`src/rtl/sdram_access_arbiter.sv`:
```
// sdram_access_arbiter: owns the SDRAM command/address bus and shares it
// between the init, auto-refresh, write and read engines. Keeps the refresh
// interval timer, grants one engine at a time (refresh first) and muxes the
// granted engine's command/address/bank onto the pins.
// Optional feature: define ARB_ROUND_ROBIN_EN for alternating write/read
// arbitration on ties; otherwise read has fixed priority over write.
module sdram_access_arbiter #(
  parameter int SDRAM_ADDR_WIDTH = 12,
  parameter int SDRAM_BANK_WIDTH = 2,
  parameter int REF_PERIOD       = 780
) (
  input  logic                        Sys_clk,
  input  logic                        Rst,
  input  logic                        Init_done,
  input  logic [3:0]                  Init_cmd,
  input  logic [SDRAM_ADDR_WIDTH-1:0] Init_addr,
  input  logic                        Aref_end,
  input  logic [3:0]                  Aref_cmd,
  input  logic                        Wr_req,
  input  logic                        Rd_req,
  input  logic                        Wr_end,
  input  logic                        Rd_end,
  input  logic [3:0]                  Wr_cmd,
  input  logic [3:0]                  Rd_cmd,
  input  logic [SDRAM_ADDR_WIDTH-1:0] Wr_addr,
  input  logic [SDRAM_ADDR_WIDTH-1:0] Rd_addr,
  input  logic [SDRAM_BANK_WIDTH-1:0] Wr_bank,
  input  logic [SDRAM_BANK_WIDTH-1:0] Rd_bank,
  output logic                        Aref_en,
  output logic                        Wr_en,
  output logic                        Rd_en,
  output logic [3:0]                  SDRAM_CMD,
  output logic [SDRAM_ADDR_WIDTH-1:0] SDRAM_A_ADDR,
  output logic [SDRAM_BANK_WIDTH-1:0] SDRAM_BANK_ADDR,
  output logic                        Aref_overrun
);

  localparam int TIMER_W = (REF_PERIOD > 1) ? $clog2(REF_PERIOD) : 1;
  localparam logic [3:0] CMD_NOP = 4'b0111;

  typedef enum logic [2:0] {INIT, IDLE, AREF, WRITE, READ} state_t;

  state_t             state;
  logic [TIMER_W-1:0] timer;
  logic               aref_pending;
  logic               timer_run;
  logic               timer_expire;
  logic               pick_wr;
  logic               pick_rd;
`ifdef ARB_ROUND_ROBIN_EN
  logic               last_wr;
`endif

  // Timer runs in every non-INIT state and also on the edge that sees
  // Init_done, so the first expiry lands REF_PERIOD cycles after Init_done.
  always_comb begin
    timer_run    = (state != INIT) || Init_done;
    timer_expire = timer_run && (timer == TIMER_W'(REF_PERIOD - 1));
  end

  // Write/read arbitration among simultaneous requests.
  always_comb begin
`ifdef ARB_ROUND_ROBIN_EN
    pick_wr = Wr_req && (!Rd_req || !last_wr);
    pick_rd = Rd_req && !pick_wr;
`else
    pick_rd = Rd_req;
    pick_wr = Wr_req && !Rd_req;
`endif
  end

  // Grant FSM with refresh timer, pending/overrun flags and registered grants.
  always_ff @(posedge Sys_clk) begin
    if (Rst) begin
      state        <= INIT;
      Aref_en      <= 1'b0;
      Wr_en        <= 1'b0;
      Rd_en        <= 1'b0;
      timer        <= '0;
      aref_pending <= 1'b0;
      Aref_overrun <= 1'b0;
`ifdef ARB_ROUND_ROBIN_EN
      last_wr      <= 1'b0;
`endif
    end else begin
      if (timer_run)
        timer <= timer_expire ? '0 : timer + 1'b1;

      // A fresh expiry wins over the clear on AREF entry.
      if (timer_expire) begin
        aref_pending <= 1'b1;
        if (aref_pending)
          Aref_overrun <= 1'b1;
      end else if (state == IDLE && aref_pending) begin
        aref_pending <= 1'b0;
      end

      case (state)
        INIT: begin
          if (Init_done)
            state <= IDLE;
        end
        IDLE: begin
          if (aref_pending) begin
            state   <= AREF;
            Aref_en <= 1'b1;
          end else if (pick_wr) begin
            state <= WRITE;
            Wr_en <= 1'b1;
`ifdef ARB_ROUND_ROBIN_EN
            last_wr <= 1'b1;
`endif
          end else if (pick_rd) begin
            state <= READ;
            Rd_en <= 1'b1;
`ifdef ARB_ROUND_ROBIN_EN
            last_wr <= 1'b0;
`endif
          end
        end
        AREF: begin
          if (Aref_end) begin
            state   <= IDLE;
            Aref_en <= 1'b0;
          end
        end
        WRITE: begin
          if (Wr_end) begin
            state <= IDLE;
            Wr_en <= 1'b0;
          end
        end
        READ: begin
          if (Rd_end) begin
            state <= IDLE;
            Rd_en <= 1'b0;
          end
        end
        default: begin
          state   <= INIT;
          Aref_en <= 1'b0;
          Wr_en   <= 1'b0;
          Rd_en   <= 1'b0;
        end
      endcase
    end
  end

  // Pin mux driven straight from the registered state (no added latency).
  always_comb begin
    SDRAM_CMD       = CMD_NOP;
    SDRAM_A_ADDR    = '0;
    SDRAM_BANK_ADDR = '0;
    case (state)
      INIT: begin
        SDRAM_CMD    = Init_cmd;
        SDRAM_A_ADDR = Init_addr;
      end
      AREF: begin
        SDRAM_CMD = Aref_cmd;
      end
      WRITE: begin
        SDRAM_CMD       = Wr_cmd;
        SDRAM_A_ADDR    = Wr_addr;
        SDRAM_BANK_ADDR = Wr_bank;
      end
      READ: begin
        SDRAM_CMD       = Rd_cmd;
        SDRAM_A_ADDR    = Rd_addr;
        SDRAM_BANK_ADDR = Rd_bank;
      end
      default: ;
    endcase
  end

endmodule

```
`config.mk`:
```
export PLATFORM = sky130hd
export DESIGN_NAME = sdram_access_arbiter
export DESIGN_NICKNAME = d
export VERILOG_FILES = /design/src/rtl/sdram_access_arbiter.sv
export SDC_FILE = /design/constraint.sdc
export NUM_CORES = 1
export LEC_CHECK = 0
export CORE_MARGIN = 2
export CORE_UTILIZATION = 36
export DETAILED_ROUTE_END_ITERATION = 6
export GPL_ROUTABILITY_DRIVEN = 0
export GPL_TIMING_DRIVEN = 0
export PLACE_DENSITY = 0.8
export SYNTH_ARGS = -nofsm -noshare
export SYNTH_HDL_FRONTEND = slang
export SYNTH_SLANG_ARGS = --single-unit
```
`constraint.sdc`:
```
create_clock -name Sys_clk -period 1.7 [get_ports Sys_clk]
set_input_delay 0.34 -clock Sys_clk [delete_from_list [all_inputs] [get_ports Sys_clk]]
set_output_delay 0.34 -clock Sys_clk [all_outputs]
set_load 0.02 [all_outputs]
```
======== Yosys cells after proc, flatten, opt, wreduce, memory -nomap -nowiden ========
Cells that the tools add are included.
word-level totals
  flip-flop bits (word level) ............. 18
  input port bits ......................... 64
  output and inout bits ................... 22
cells by class
  $add $sub $neg .......................... 1
  equal/unequal tests ..................... 15
  mux-type cells .......................... 26
  bitwise operators ....................... 3
  reduce and logical (&&, ||, !) cells .... 16
operators by type and width
  kind                                                  number
  one-hot mux 12 bit (3 select lines)                   1
  2-to-1 mux 3 bit                                      7
  != test 2 bit (second input constant)                 9
  one-hot mux 4 bit (4 select lines)                    1
  one-hot mux 3 bit (5 select lines)                    1
  2-to-1 mux 1 bit                                      11
  adder 10 x 1 -> 10 bit (second input constant)        1
  equality test 10 bit (second input constant)          1
  2-to-1 mux 10 bit                                     1
  AND reduction 5 bit                                   2
  one-hot mux 1 bit (3 select lines)                    3
  OR reduction 3 bit                                    3
  equality test 3 x 2 -> 1 bit (second input constant)  2
  != test 4 bit (second input constant)                 1
  one-hot mux 2 bit (2 select lines)                    1
  AND reduction 4 bit                                   1
  equality test 3 x 1 -> 1 bit (second input constant)  1
  equality test 3 bit (second input constant)           1
  logical AND 1 bit                                     3
  zero test 3 bit                                       1
  NOT 1 bit                                             3
  AND reduction 3 bit                                   1
  nonzero test 3 bit                                    1
  AND reduction 2 bit                                   1
  other kinds (3)                                       3

======== Depth between registers and ports, before layout ========
  word-level depth ........................ 5
  depth in mapped cells ................... 6
  gate-level depth less buffers ........... 5

======== Worst setup path after synthesis ========
OpenSTA, ideal clock, no wires.
  path kind ............................... reg-to-output
  from .................................... reg state[2]
  to ...................................... out SDRAM_A_ADDR[0]
  data arrival time ....................... 1.499 ns
  path slack .............................. -0.139 ns
  stages on the path, launching flop included .. 6
  buffers on the path ..................... 3
  cell sequence ........................... dfxtp_1 > buf_2 > buf_2 > buf_2 > mux2i_1 > o21ai_0
between the ends
  longest elaborated chain between the ends .. 2
RTL lines
  what                                         line  RTL
  start, declared                              43    state_t state;
  start signal, assigned                       75    state <= INIT;
  start signal, assigned                       101   state <= IDLE;
  start signal, assigned                       105   state <= AREF;
  equality test 3 bit (tied with other cells)  154   case (state)
  one-hot mux 12 bit (3 select lines) (*)      154
  end, declared                                33    output logic [SDRAM_ADDR_WIDTH-1:0] SDRAM_A_ADDR,
Every way passes the cells marked *; elsewhere a longest branch is shown, timed or not.

======== Final worst setup path ========
  from .................................... reg state[2]
  to ...................................... out SDRAM_A_ADDR[5]
The elaborated chain is that of the path after synthesis.

==> out/metrics.yaml <==
min_path:
  hold_end: "state[1]$_SDFFE_PP0P_"
  hp-class: "primary input to register"
  worstHoldStart: "Rst"
  hold_depth: 2
critical_path:
  reg2reg_from: "timer[7]$_SDFFE_PP0N_"
  cp_common_cell: "buf_12"
  worst-endpoint-arrival_ns: 1.53
  critPathKind: "register to output port"
  reg2reg_to: "timer[0]$_SDFFE_PP0N_"
  endpoint_kind: "output port"
  critPathLaunchType: "register"
  crit_chain: "buf_12 -> buf_12 -> mux2i_2 -> o21ai_4 -> buf_6"
  crit_fanout: 8
  crit_slowest_cell: "dfxtp_2"
  rrSetupSlack_ns: 0.04
  cp_top_family: "buffers and inverters"
  critPathBufInv: 3
  crit_required_ns: 1.36
  ff2ff_path_depth: 5
  slowest_delay_ns: 0.38
drt:
  wl_met2_mm: 2.67
  dr_total_vias: 1701
  drt-wirelength-per-cell_um: 17.8
  drc: 0
  drt_iter0_markers: 107
  met3WireLength_um: 516
  ant_nets: 0
  wl_met1_mm: 2.25
  firstDrtPassIters: 4
  top_layer_used: "met4"
  post_drt_via_cell_ratio: 5.35
  wl_mm: 5.68
floorplan:
  die_h_um: 64.4
  pin_count: 86
  rows: 21
  fp.dieW_um: 64.4
  dieArea_um2: 4140
  start_util_pct: 38.4
  core_um2: 3420
cells_and_area:
  final-seq-area_um2: 372
  area_growth_pct: 105
  final_core_utilization_pct: 78.5
  instances_no_fill: 318
  mostFrequentLayoutCells: "clkdlybuf4s50_1 (66), buf_4 (22), buf_6 (17), nor2_1 (14)"
  layout_commonest_cell: "clkdlybuf4s50_1"
  layout-drive-gt1-share_pct: 33.5
  multi_input_area_um2: 1060
  diodes: 0
  fin_nets: 339
  nFillCells: 215
  post-route-cell-area_um2: 2680
grt:
  grt_overflow: 0
  grt_max_degree: 11
  track_usage_pct: 21.8
  grt_pass1_wl_mm: 7.20
  antenna_found_initial: 0
  grt_pass1_vias: 1496
synthesis:
  ys_warn_count: 0
  synth_edf_count: 0
  ys_seq_area_share_pct: 27.5
  synth_cells: 166
  ys_ff_latch: 18
  synthArstFlopShare_pct: 0
  post_synth_num_cell_types: 41
  syn_area_um2: 1310
  synth.avg_cell_area_um2: 7.90
  synth_nets: 231
  synthFlopType: "dfxtp_1"
place:
  numPortBuffers: 84
  dp_slack_ns: -0.754
  placed_cell_area_um2: 2210
  hpwl_mm: 3.40
  place_inst: 296
clock_network:
  tritoncts.num_buffers: 3
  ctsHoldBuffers: 0
  clock_sinks: 18
  cts-root-buf: "clkbuf_4"
  clkSlewWorstSetupHoldPaths_ns: 0.09
  cts_buffer_depth: 2
  htreeDepth: 1
  cts_tree: "done"
  clk_latency_ns: 0.30
timing:
  fmax_ghz: 0.536
  rsz0062_at_grt: "true"
  fin_worst_skew_ns: 0.00687
  setup_tns_ns: -1.54
  relSlewSlack_pct: 71.5
  slew_viol_final: 0
  hold_viol_final: 0
  whs_ns: 0.439
  setup_violations: 17
  max_slew.worst_pin.slew_ns: 0.428
  worst_slack_ns: -0.165
  period_needed_ns: 1.87
  post-route-period-util_pct: 110
run_status:
  status: "finished with violations"
  violations: "negative setup slack"
job:
  maxCapViolCount: 0
power_and_ir_drop:
  ir_drop_uv: 461
  p_leak_nw: 0.992
  power_mw: 1.38
  power.density_nw_per_um2: 516
==> logic make-up after synthesis <==
family / count (synthesis) / share of synthesized area, %
AND/OR/NAND/NOR: 66 / 26.1
multiplexers: 19 / 14.5
flip-flops: 18 / 27.5
AO/OA/AOI/OAI: 39 / 19.5
XOR/XNOR: 9 / 6.01
buffers and inverters: 14 / 5.53
adder cells (fa/ha/maj): 1 / 0.954
==> how the worst max path moves through the flow <==
| stage | end | slack (ns) | from | cells past startpoint |
|---|---|---|---|---|
| global route | SDRAM_A_ADDR[5] | -0.20 | state[2]$_SDFFE_PP0P_ | 5 |
| finish | SDRAM_A_ADDR[5] | -0.17 | state[2]$_SDFFE_PP0P_ | 5 |
| global placement | SDRAM_A_ADDR[2] | -0.72 | state[1]$_SDFFE_PP0P_ | 7 |
| CTS | SDRAM_CMD[0] | -0.15 | state[2]$_SDFFE_PP0P_ | 6 |
| floorplan | SDRAM_A_ADDR[10] | -0.09 | state[0]$_SDFFE_PP0P_ | 4 |
| detailed placement | SDRAM_A_ADDR[3] | -0.75 | state[1]$_SDFFE_PP0P_ | 7 |
==> cell type report <==
| cell class | count | area share (%) |
|---|---|---|
| Tap cell | 46 | 2.15 |
| Buffer | 10 | 4.99 |
| Timing Repair Buffer | 104 | 38.3 |
| Clock buffer | 3 | 0.840 |
| Multi-Input combinational cell | 134 | 39.5 |
| Inverter | 3 | 0.420 |
| Sequential cell | 18 | 13.9 |
==> metal layers <==
metal	GRT usage [%]	vias up
met1	26.5	769
met3	6.16	19
met2	38.0	96
met5	0	-
li1	-	817
met4	5.32	0
==> sequential cells by signal, indices dropped and copies added (netlist names) <==
| register | cells |
|---|---|
| Aref_en | 1 |
| state | 3 |
| Wr_en | 1 |
| timer | 10 |
| aref_pending | 1 |
| Rd_en | 1 |
| Aref_overrun | 1 |
==> cell usage after synthesis, types with 2 or more instances <==
cell | number | share of area (%)
or4_1 | 3 | 1.7
nor3_1 | 3 | 1.1
buf_2 | 7 | 2.7
nor2b_1 | 2 | 0.95
a22oi_1 | 3 | 1.7
a21oi_1 | 8 | 3.1
nand4_1 | 4 | 1.9
a21o_1 | 2 | 1.1
a32o_1 | 2 | 1.5
nor4b_1 | 2 | 1.3
dfxtp_1 | 18 | 27
xnor2_1 | 7 | 4.7
inv_1 | 3 | 0.86
mux2i_1 | 19 | 15
o21ai_0 | 17 | 6.5
nand3_1 | 2 | 0.76
xor2_1 | 2 | 1.3
nand2_1 | 20 | 5.7
nand2b_1 | 3 | 1.4
nor2_1 | 17 | 4.9
a211oi_1 | 2 | 1.1
==> where the power goes <==
part | leakage, nW | switching, mW | internal, mW | total (mW)
sequential | 0.149 | 0.0185 | 0.438 | 0.456
clock | 0.0138 | 0.125 | 0.0826 | 0.208
combinational | 0.829 | 0.314 | 0.404 | 0.719
total | 0.992 | 0.458 | 0.925 | 1.38
==> repair_timing <==
item,in CTS,in global routing
pin swaps,3,12
setup buffers,8,8
gates cloned,2,2
resized for setup,137,53
endpoints found under the setup margin,18,27
(Power assumes the default switching activity.)
==> RTL change 1 (same flow settings) <==
Reset style: asynchronous (`Rst`), changed in one clocked block.
--- a/src/rtl/sdram_access_arbiter.sv
+++ b/src/rtl/sdram_access_arbiter.sv
@@ -72,3 +72,3 @@
   // Grant FSM with refresh timer, pending/overrun flags and registered grants.
-  always_ff @(posedge Sys_clk) begin
+  always_ff @(posedge Sys_clk or posedge Rst) begin
     if (Rst) begin
Check against the original RTL: differs if Rst is asserted again (counterexample within 4 cycles, from zero or initial values and one cycle with Rst high); with Rst held inactive, the same outputs for 10 cycles.
==> RTL change 1 against the unedited design <==
The run still ends with setup timing left. Cell area is 3.6% lower. Area after synthesis up 0.95%. Wire length decreased by 8.4%. Register-to-register slack worse by 140 ps. Fmax fell by 4.8%. Sequential cell count is the same. Setup slack lost 94 ps. Critical path depth is the same. Highest routed layer unchanged.
Power is left out: it rests on default switching activity, and per cell area and clock period it moved more than threefold.
==> RTL change 1: results (changes against the unedited design) <==
metric,value,unit,change
status,finished with violations,,
violations in the final reports,setup timing,,
largest net degree at the start of global routing,19,,+8
FF-to-FF Start,state[2]$_DFFE_PP0P_,,
Worst Hold Depth,1,,-1
Post-synth top cells,"nand2_1 (24), o21ai_0 (22), dfrtp_1 (18)",,
CTS root buffer,clkbuf_8,,
clk_lat worst skew,260,ps,-40 ps
worst hold slack,466,ps,+27.2 ps
met3 Use GR,2.95,%,-3.2 points
final core occ,71.7,%,-6.8 points
final setup margin,-259,ps,-94.1 ps
fin cells,316,,-0.63%
register area,453,um2,+22%
layout cells sized above 1,27.6,%,-5.8 points
Multi-In Gates,130,,-3.0%
Non-clock buffer share,41.9,%,-1.4 points
placed inst area,0.00224,mm2,+0.96%
CLK BUF,4,,+1
first-pass GRT wire length,7620,um,+5.7%
GRT met2 Usage,40.6,%,+2.6 points
pre-CTS WS,-832,ps,-77.7 ps
Worst Hold Path EP,Aref_overrun$_DFFE_PP0P_,,
Clock-cell share,2.13,%,+1.3 points
setup TNS,-3690,ps,-2150 ps
Final Setup Violations,22,,+5
reg2reg end,timer[8]$_DFFE_PP0N_,,
Worst path slowest cell,dfrtp_1,,
Crit Path Max Fanout,7,,-1
Inst Count DP,293,,-1.0%
Final HPWL DP,3240,um,-4.7%
-- RTL change 1: changes by cell type after synthesis, sizes merged, moves of 4 or more --
| cell | unedited run | this run |
|---|---|---|
| buf | 10 | 3 |
| clkbuf | 1 | 6 |
| dfrtp | 0 | 18 |
| dfxtp | 18 | 0 |
| mux2i | 19 | 15 |
| nand2 | 20 | 24 |
| nand3 | 2 | 6 |
| nor2 | 17 | 8 |
| o21ai | 17 | 22 |
| o22a | 0 | 6 |
-- RTL change 1: kinds of logic after synthesis --
group	Yosys count	synth area share [%]
xor+xnor	4	2.65
flops	18	34.0
simple gates	60	23.0
mux	18	13.9
fa+ha+maj	1	0.945
compound gates	47	21.7
buf+inv	12	3.78
-- RTL change 1: repair_timing --
item | CTS | global route
setup buffers | 13 | 7
pin swaps | 8 | 5
cloned | 1 | 0
gates resized for setup | 132 | 20
endpoints found under the setup margin | 20 | 28
==> RTL change 2 (same flow settings) <==
Without the edit above. The parameter `SDRAM_BANK_WIDTH` goes from 2 to 3.
--- a/src/rtl/sdram_access_arbiter.sv
+++ b/src/rtl/sdram_access_arbiter.sv
@@ -8,3 +8,3 @@
   parameter int SDRAM_ADDR_WIDTH = 12,
-  parameter int SDRAM_BANK_WIDTH = 2,
+  parameter int SDRAM_BANK_WIDTH = 3,
   parameter int REF_PERIOD       = 780
Interface: changed (resized Rd_bank, SDRAM_BANK_ADDR and Wr_bank); port bits go from 86 to 89. The function was not compared with the original's and may differ.
==> RTL change 2 against the unedited design <==
The run still ends with setup timing left. Sequential cell count is the same. Area after synthesis grew 1.1%. Critical path depth is the same. Wire length shrank 7.4%. Total power grew 3.8%. Setup slack gained 46 ps. Sequential share of layout area is essentially flat. Global-route usage grew 1.6 points. Cell area shrank 0.65%.
==> RTL change 2: results (changes against the unedited design) <==
metric,value,unit,change
status,finished with violations,,
violations in the final reports,setup timing,,
Sw Pwr,459,uW,+0.31%
PortBufs,88,,+4.8%
fraction of area in multi-input gates,39.2,%,-0.26 points
Worst path slowest cell,dfxtp_1,,
HP Start,Aref_overrun$_SDFFE_PP0P_,,
Worst IR Drop VDD,0.468,mV,+1.5%
area of the multi-input gates,0.00104,mm2,-1.3%
Pleak,1.01,nW,+1.9%
first-pass GRT wire length,7740,um,+7.5%
placed inst area,0.00227,mm2,+2.5%
postcts setup bufs,9,,+1
Final Setup Violations,16,,-1
register area,368,um2,-1.0%
reg2reg end,timer[3]$_SDFFE_PP0N_,,
slowest cell delay on critical path,320,ps,-60 ps
Worst Hold Path EP,Aref_overrun$_SDFFE_PP0P_,,
"Clk pin slew, worst setup/hold paths",70,ps,-20 ps
Multi-In Gates,137,,+2.2%
setup TNS,-954,ps,+587 ps
Crit Path Max Fanout,5,,-3
Well Taps,48,,+4.3%
Slew @ Worst Pin,450,ps,+22.0 ps
final setup margin,-119,ps,+45.8 ps
Layout fillers,253,,+18%
Critical Path Sink,SDRAM_A_ADDR[8],,
Synth Net Count,236,,+2.2%
Gate power share,47.5,%,-4.5 points
fin cells,321,,+0.94%
layout cells sized above 1,29.7,%,-3.8 points
WL per Instance,16.4,um,-8.2%
worst hold slack,450,ps,+11.0 ps
sequential cell count,18,,unchanged
Int Pwr,976,uW,+5.5%
largest cells by area after synthesis,"dfxtp_1 (27%), mux2i_1 (14%), o21ai_0 (6.8%), nand2_1 (5.9%), a21oi_1 (4.2%)",,
Non-clk bufs,112,,-1.8%
"Net count, final",342,,+0.88%
sequential share of the synthesized area,27.2,%,-0.31 points
post-cts repair resize count,143,,+4.4%
vias in the first global route,1753,,+17%
Synth Area per Inst,7.85,um2,-0.65%
Clock-cell share,1.55,%,+0.71 points
total track usage,23.4,%,+1.6 points
via/cell ratio,5.31,,-0.70%
Worst Path Arrival,1480,ps,-50 ps
power in the clock group,302,uW,+45%
Min-Delay Path Class,flip-flop to flip-flop,,
Post-synth top cells,"nand2_1 (21), mux2i_1 (19), dfxtp_1 (18), o21ai_0 (18), nor2_1 (14)",,
Inst Count DP,305,,+3.0%
CTS root buffer,clkbuf_8,,
==> RTL change 2: changes by cell type after synthesis, moves of 3 or more <==
cell | unedited run | this run
xnor2_1 | 7 | 3
a21oi_1 | 8 | 11
nor2_1 | 17 | 14
clkbuf_1 | 1 | 5
buf_2 | 7 | 3
or4_1 | 3 | 0
==> RTL change 2: routing by layer <==
layer,wire (um),track usage [%],part of all wire (%)
met5,0,0,0
met4,192,8.24,3.7
met3,278,5.56,5.3
met2,2780,43.9,53
met1,2000,25.5,38
==> RTL change 2: cells by family (layout without fill, tap and decap cells) <==
family | after synthesis | in the layout | share of synthesized area, %
AND/OR/NAND/NOR | 65 | 65 | 25.9
flip-flops | 18 | 18 | 27.2
AO/OA/AOI/OAI | 45 | 45 | 21.3
buffers and inverters | 14 | 118 | 5.66
multiplexers | 19 | 19 | 14.3
XOR/XNOR | 7 | 7 | 4.62
adder cells (fa/ha/maj) | 1 | 1 | 0.943
